[src/rtl/mips_divider.sv]
// Multi-cycle radix-2 restoring divider for MIPS DIV/DIVU.
// Quotient on Lo, remainder on Hi, one-cycle validOut pulse.
module mips_divider #(
  parameter int WIDTH = 32
) (
  input  logic             clk,
  input  logic             reset,
  input  logic             validIn,
  input  logic             sign,
  input  logic [WIDTH-1:0] SrcA,
  input  logic [WIDTH-1:0] SrcB,
  output logic             validOut,
  output logic             busy,
  output logic [WIDTH-1:0] Hi,
  output logic [WIDTH-1:0] Lo
);

  localparam int CW = $clog2(WIDTH + 1);

  typedef enum logic [1:0] {
    IDLE,
    LOAD,
    BUSY,
    DONE
  } state_t;

  state_t           state, state_n;
  logic             sign_r;
  logic [WIDTH-1:0] a_r, b_r;
  logic [WIDTH-1:0] q, rem, bmag;
  logic             neg_q, neg_r, b_zero;
  logic [CW-1:0]    count;
  logic [WIDTH:0]   shifted;
  logic [WIDTH-1:0] trial;
  logic             ge;

  assign busy = (state != IDLE);

  always_comb begin
    state_n = state;
    unique case (state)
      IDLE: if (validIn) state_n = LOAD;
      LOAD: state_n = BUSY;
      BUSY: if (count == CW'(WIDTH - 1)) state_n = DONE;
      DONE: state_n = IDLE;
      default: state_n = IDLE;
    endcase
  end

  // Trial subtract on WIDTH+1 bits so the shifted-out MSB is never lost.
  always_comb begin
    shifted = {rem, q[WIDTH-1]};
    ge      = (shifted >= {1'b0, bmag});
    trial   = shifted[WIDTH-1:0] - bmag;
  end

  always_ff @(posedge clk) begin
    if (reset) begin
      state    <= IDLE;
      validOut <= 1'b0;
      Hi       <= '0;
      Lo       <= '0;
      count    <= '0;
      sign_r   <= 1'b0;
      a_r      <= '0;
      b_r      <= '0;
      q        <= '0;
      rem      <= '0;
      bmag     <= '0;
      neg_q    <= 1'b0;
      neg_r    <= 1'b0;
      b_zero   <= 1'b0;
    end else begin
      state    <= state_n;
      validOut <= (state == DONE);
      unique case (state)
        IDLE: begin
          if (validIn) begin
            sign_r <= sign;
            a_r    <= SrcA;
            b_r    <= SrcB;
          end
        end
        LOAD: begin
          q      <= (sign_r && a_r[WIDTH-1]) ? -a_r : a_r;
          bmag   <= (sign_r && b_r[WIDTH-1]) ? -b_r : b_r;
          rem    <= '0;
          count  <= '0;
          neg_q  <= sign_r & (a_r[WIDTH-1] ^ b_r[WIDTH-1]);
          neg_r  <= sign_r & a_r[WIDTH-1];
          b_zero <= (b_r == '0);
        end
        BUSY: begin
          q     <= {q[WIDTH-2:0], ge};
          rem   <= ge ? trial : shifted[WIDTH-1:0];
          count <= count + 1'b1;
        end
        DONE: begin
          // Divide by zero yields all-ones quotient in both modes.
          Lo <= b_zero ? '1 : (neg_q ? -q : q);
          Hi <= neg_r ? -rem : rem;
        end
        default: ;
      endcase
    end
  end

endmodule

[config.mk]
export PLATFORM = sky130hd
export DESIGN_NAME = mips_divider
export DESIGN_NICKNAME = d
export VERILOG_FILES = /design/src/rtl/mips_divider.sv
export SDC_FILE = /design/constraint.sdc
export NUM_CORES = 1
export LEC_CHECK = 0
export CAP_MARGIN = 20
export CORE_AREA = 2 2 232 120
export CTS_BUF_LIST = sky130_fd_sc_hd__clkbuf_4 sky130_fd_sc_hd__clkbuf_8
export CTS_CLUSTER_SIZE = 25
export DETAILED_ROUTE_END_ITERATION = 16
export DIE_AREA = 0 0 234 122
export PLACE_DENSITY_LB_ADDON = 0.25
export SYNTH_ARGS = -nofsm -noshare
export SYNTH_HDL_FRONTEND = slang
export SYNTH_SLANG_ARGS = --single-unit
[constraint.sdc]
create_clock -name clk -period 5.04 [get_ports clk]
set_input_delay 0.756 -clock clk [delete_from_list [all_inputs] [get_ports clk]]
set_output_delay 0.756 -clock clk [all_outputs]
set_load 0.02 [all_outputs]
==> impl_metrics.ini <==
[synth]
synth_edf_count = 0
yosys.area.top_type = dfxtp_1
yosys_warnings = 0
ys_seq_area_share_pct = 36.29
yosysMostFrequentCell = nand2_1
avgSynthCellArea_sq_um = 7.852
synth_cell_types = 65
synth_top_area_share_pct = 36.29
synth-seq-cells = 237
ys_top_cells_by_area = dfxtp_1, nand2_1, xor2_1
syn_inst = 1665
synthTopCellsByCount = nand2_1, dfxtp_1, nor2_1, a21oi_1, o21ai_0
synth_ff_type = dfxtp_1
syn-num-nets = 1776
synthArstFlopShare_pct = 0
syn-cell-area_sq_mm = 0.01307

[floorplan]
start_util_pct = 48.70
ios = 134
die_x_um = 234
std_cell_rows = 43
die_height_um = 122
dieArea_sq_mm = 0.02855
core_sq_mm = 0.02685

[timing]
fmax_mhz = 294.5
tightest_slew_ns = 1.121
fin_ws_ns = 1.644
slew_viol_final = 0
setup_tns_ns = 0
hold_viol_final = 0
min_period_ns = 3.396
min_period_over_period_pct = 67.37
fin_worst_skew_ns = 0.01288
rsz0062_at_grt = no
slew_headroom_pct = 25.14
setup_viol = 0

[routing]
drc = 0
drt_wl_total_mm = 37.77
vias_per_cell = 5.615
first_iter_violations = 1372
dr.pass1.iters = 6
vias = 11970
wire_per_inst_um = 17.72
ant_nets = 0

[pwr]
leakage_uw = 0.005630
ir_drop_v = 0.0003163
p_per_area_mw_per_mm2 = 527.1

[worst_setup_path]
crit_path_end_kind = flip-flop
r2r_start = a_r[4]
crit_family = simple AND/OR/NAND/NOR gates
path_class = flip-flop to flip-flop
cp-start-kind = flip-flop
crit_required_ns = 5.50
cp_max_fo = 6
worst-endpoint-arrival_ns = 3.86
path_buf_inv = 0
crit_slowest_cell = nor4_1
critPathMaxStageDelay_ns = 0.73
critPathLaunch = a_r[4]
crit_chain = or4_1 -> nor4_1 -> nand4bb_1 -> nor2_1 -> nand2_1 -> o31a_1 -> nor3b_1 -> a21oi_1 -> a211oi_1

[clock_network]
clk_pin_slew_worst_paths_ns = 0.07
postCtsHoldBufs = 0
clk_latency_ns = 0.55
cts_resized = 0
numCtsBuffers = 37
cts-root-buf = clkbuf_8
cts_num_sinks = 237
cts_tree = done
post_cts_buffers = 0
cts.path.max_buffers = 3
htreeDepth = 2

[finish]
stdcell_count = 2131
layout-drive-gt1-share_pct = 5.308
ff_latch_area_sq_mm = 0.004745
multi_input_area_sq_mm = 0.007715
nets = 1863
fill_cells = 2505
syn2layout_area_growth_pct = 17.36
antenna_cells = 0

[hold_path]
holdCritPathClass = flip-flop to flip-flop
min_from = bmag[31]

[grt]
grt_max_degree = 118
overflow = 0
grt_antenna_before_repair = 1
grt.total_usage_pct = 26.31
grt_pass1_vias = 10330
grt_pass1_wl_mm = 58.54

[status]
status = complete, no violations

[place]
pre_cts_slack_ns = 1.739
dpl.hpwl_mm = 28.31
portBuffers = 133
placed_cells = 2072
place.gp.congestion = 0.9636

[flow_run]
cap_violations = 0
==> cell usage in the layout, fill, tap and decap left out, types with 3 or more instances in the layout <==
master,Yosys,routed
nand2_1,269,268
dfxtp_1,237,237
nor2_1,185,184
a21oi_1,138,138
clkdlybuf4s50_1,0,132
o21ai_0,103,103
a211oi_1,91,91
xor2_1,83,83
xnor2_1,60,60
inv_1,58,58
mux2i_1,57,57
clkbuf_8,4,43
ha_1,42,39
nor3_1,25,25
o31ai_1,24,24
nand4_1,18,18
or3_1,15,15
a31oi_1,12,12
nand2b_1,11,11
nor4_1,11,11
nand3_1,11,11
o41ai_1,10,10
o211ai_1,10,10
buf_4,1,10
or4_1,9,9
a21o_1,9,9
a311oi_1,9,9
nor2b_1,9,8
clkbuf_4,0,8
and3_1,5,5
clkinv_2,0,5
and2_1,5,4
or2_2,4,4
or4_4,4,4
o21bai_1,3,3
==> logic make-up (layout without fill, tap and decap cells) <==
logic type,after synthesis,in the layout,synth area share [%]
adders and majority gates,43,43,4.173
DFF,237,237,36.29
buffers and inverters,157,263,4.900
xor gates and xnor gates,143,143,9.580
and+or+nand+nor,598,598,20.29
AOI/OAI and AO/OA,429,429,20.32
muxes,58,58,4.450
==> final timing paths <==
check	to	slack, ns	depth (start not counted)
hold / removal	bmag[31]	0.48	2
setup reg to reg	q[31]	1.64	9
setup / recovery	q[31]	1.64	9
hold reg to reg	bmag[31]	0.48	2
==> through the flow <==
step	instance area [sq um]	hold WS [ns]	total power (uW)	util, %
finish	15340	0.4807	8088	57.15
global route	15340	0.5031	8638	57.15
CTS	15320	0.4782	8035	57.08
detailed placement	14590	0.4666	6360	54.33
global placement	14540	0.4669	6299	54.15
floorplan	13070	0.4463	5259	-
==> worst reg2reg max path: stages, from the launching register on <==
cell and delay (ns):
dfxtp_1 0.36, or4_1 0.64, nor4_1 0.73, nand4bb_1 0.26, nor2_1 0.27, nand2_1 0.11
o31a_1 0.24, nor3b_1 0.27, a21oi_1 0.18, a211oi_1 0.27
==> state kept, by name, summed over array words and instances, names as in the netlist, 2 cells and up <==
register / cells
b_r: 32
rem: 32
a_r: 32
bmag: 32
state: 2
count: 6
Hi: 32
Lo: 32
q: 32
==> power breakdown <==
group	internal, uW	switching (uW)
Clock	932	751
Sequential	2230	360
Combinational	1470	2340
==> per-layer routing <==
metal	vias up	global-route usage [%]	part of all wire, %
met5	-	0	0.037
met4	2	4.391	0.89
met3	36	8.006	11
met2	502	28.12	31
met1	5447	46.46	56
li1	5979	-	-
==> area by class of cell <==
cell class              count  area share [%]
clock inverters             7          0.5545
clock buffers              51           4.249
repair buffers            146           9.614
inverters                  59           1.443
well taps                 360           2.936
flip-flops and latches    237           30.92
multi-input cells        1271           50.28
(Power assumes the default switching activity.)
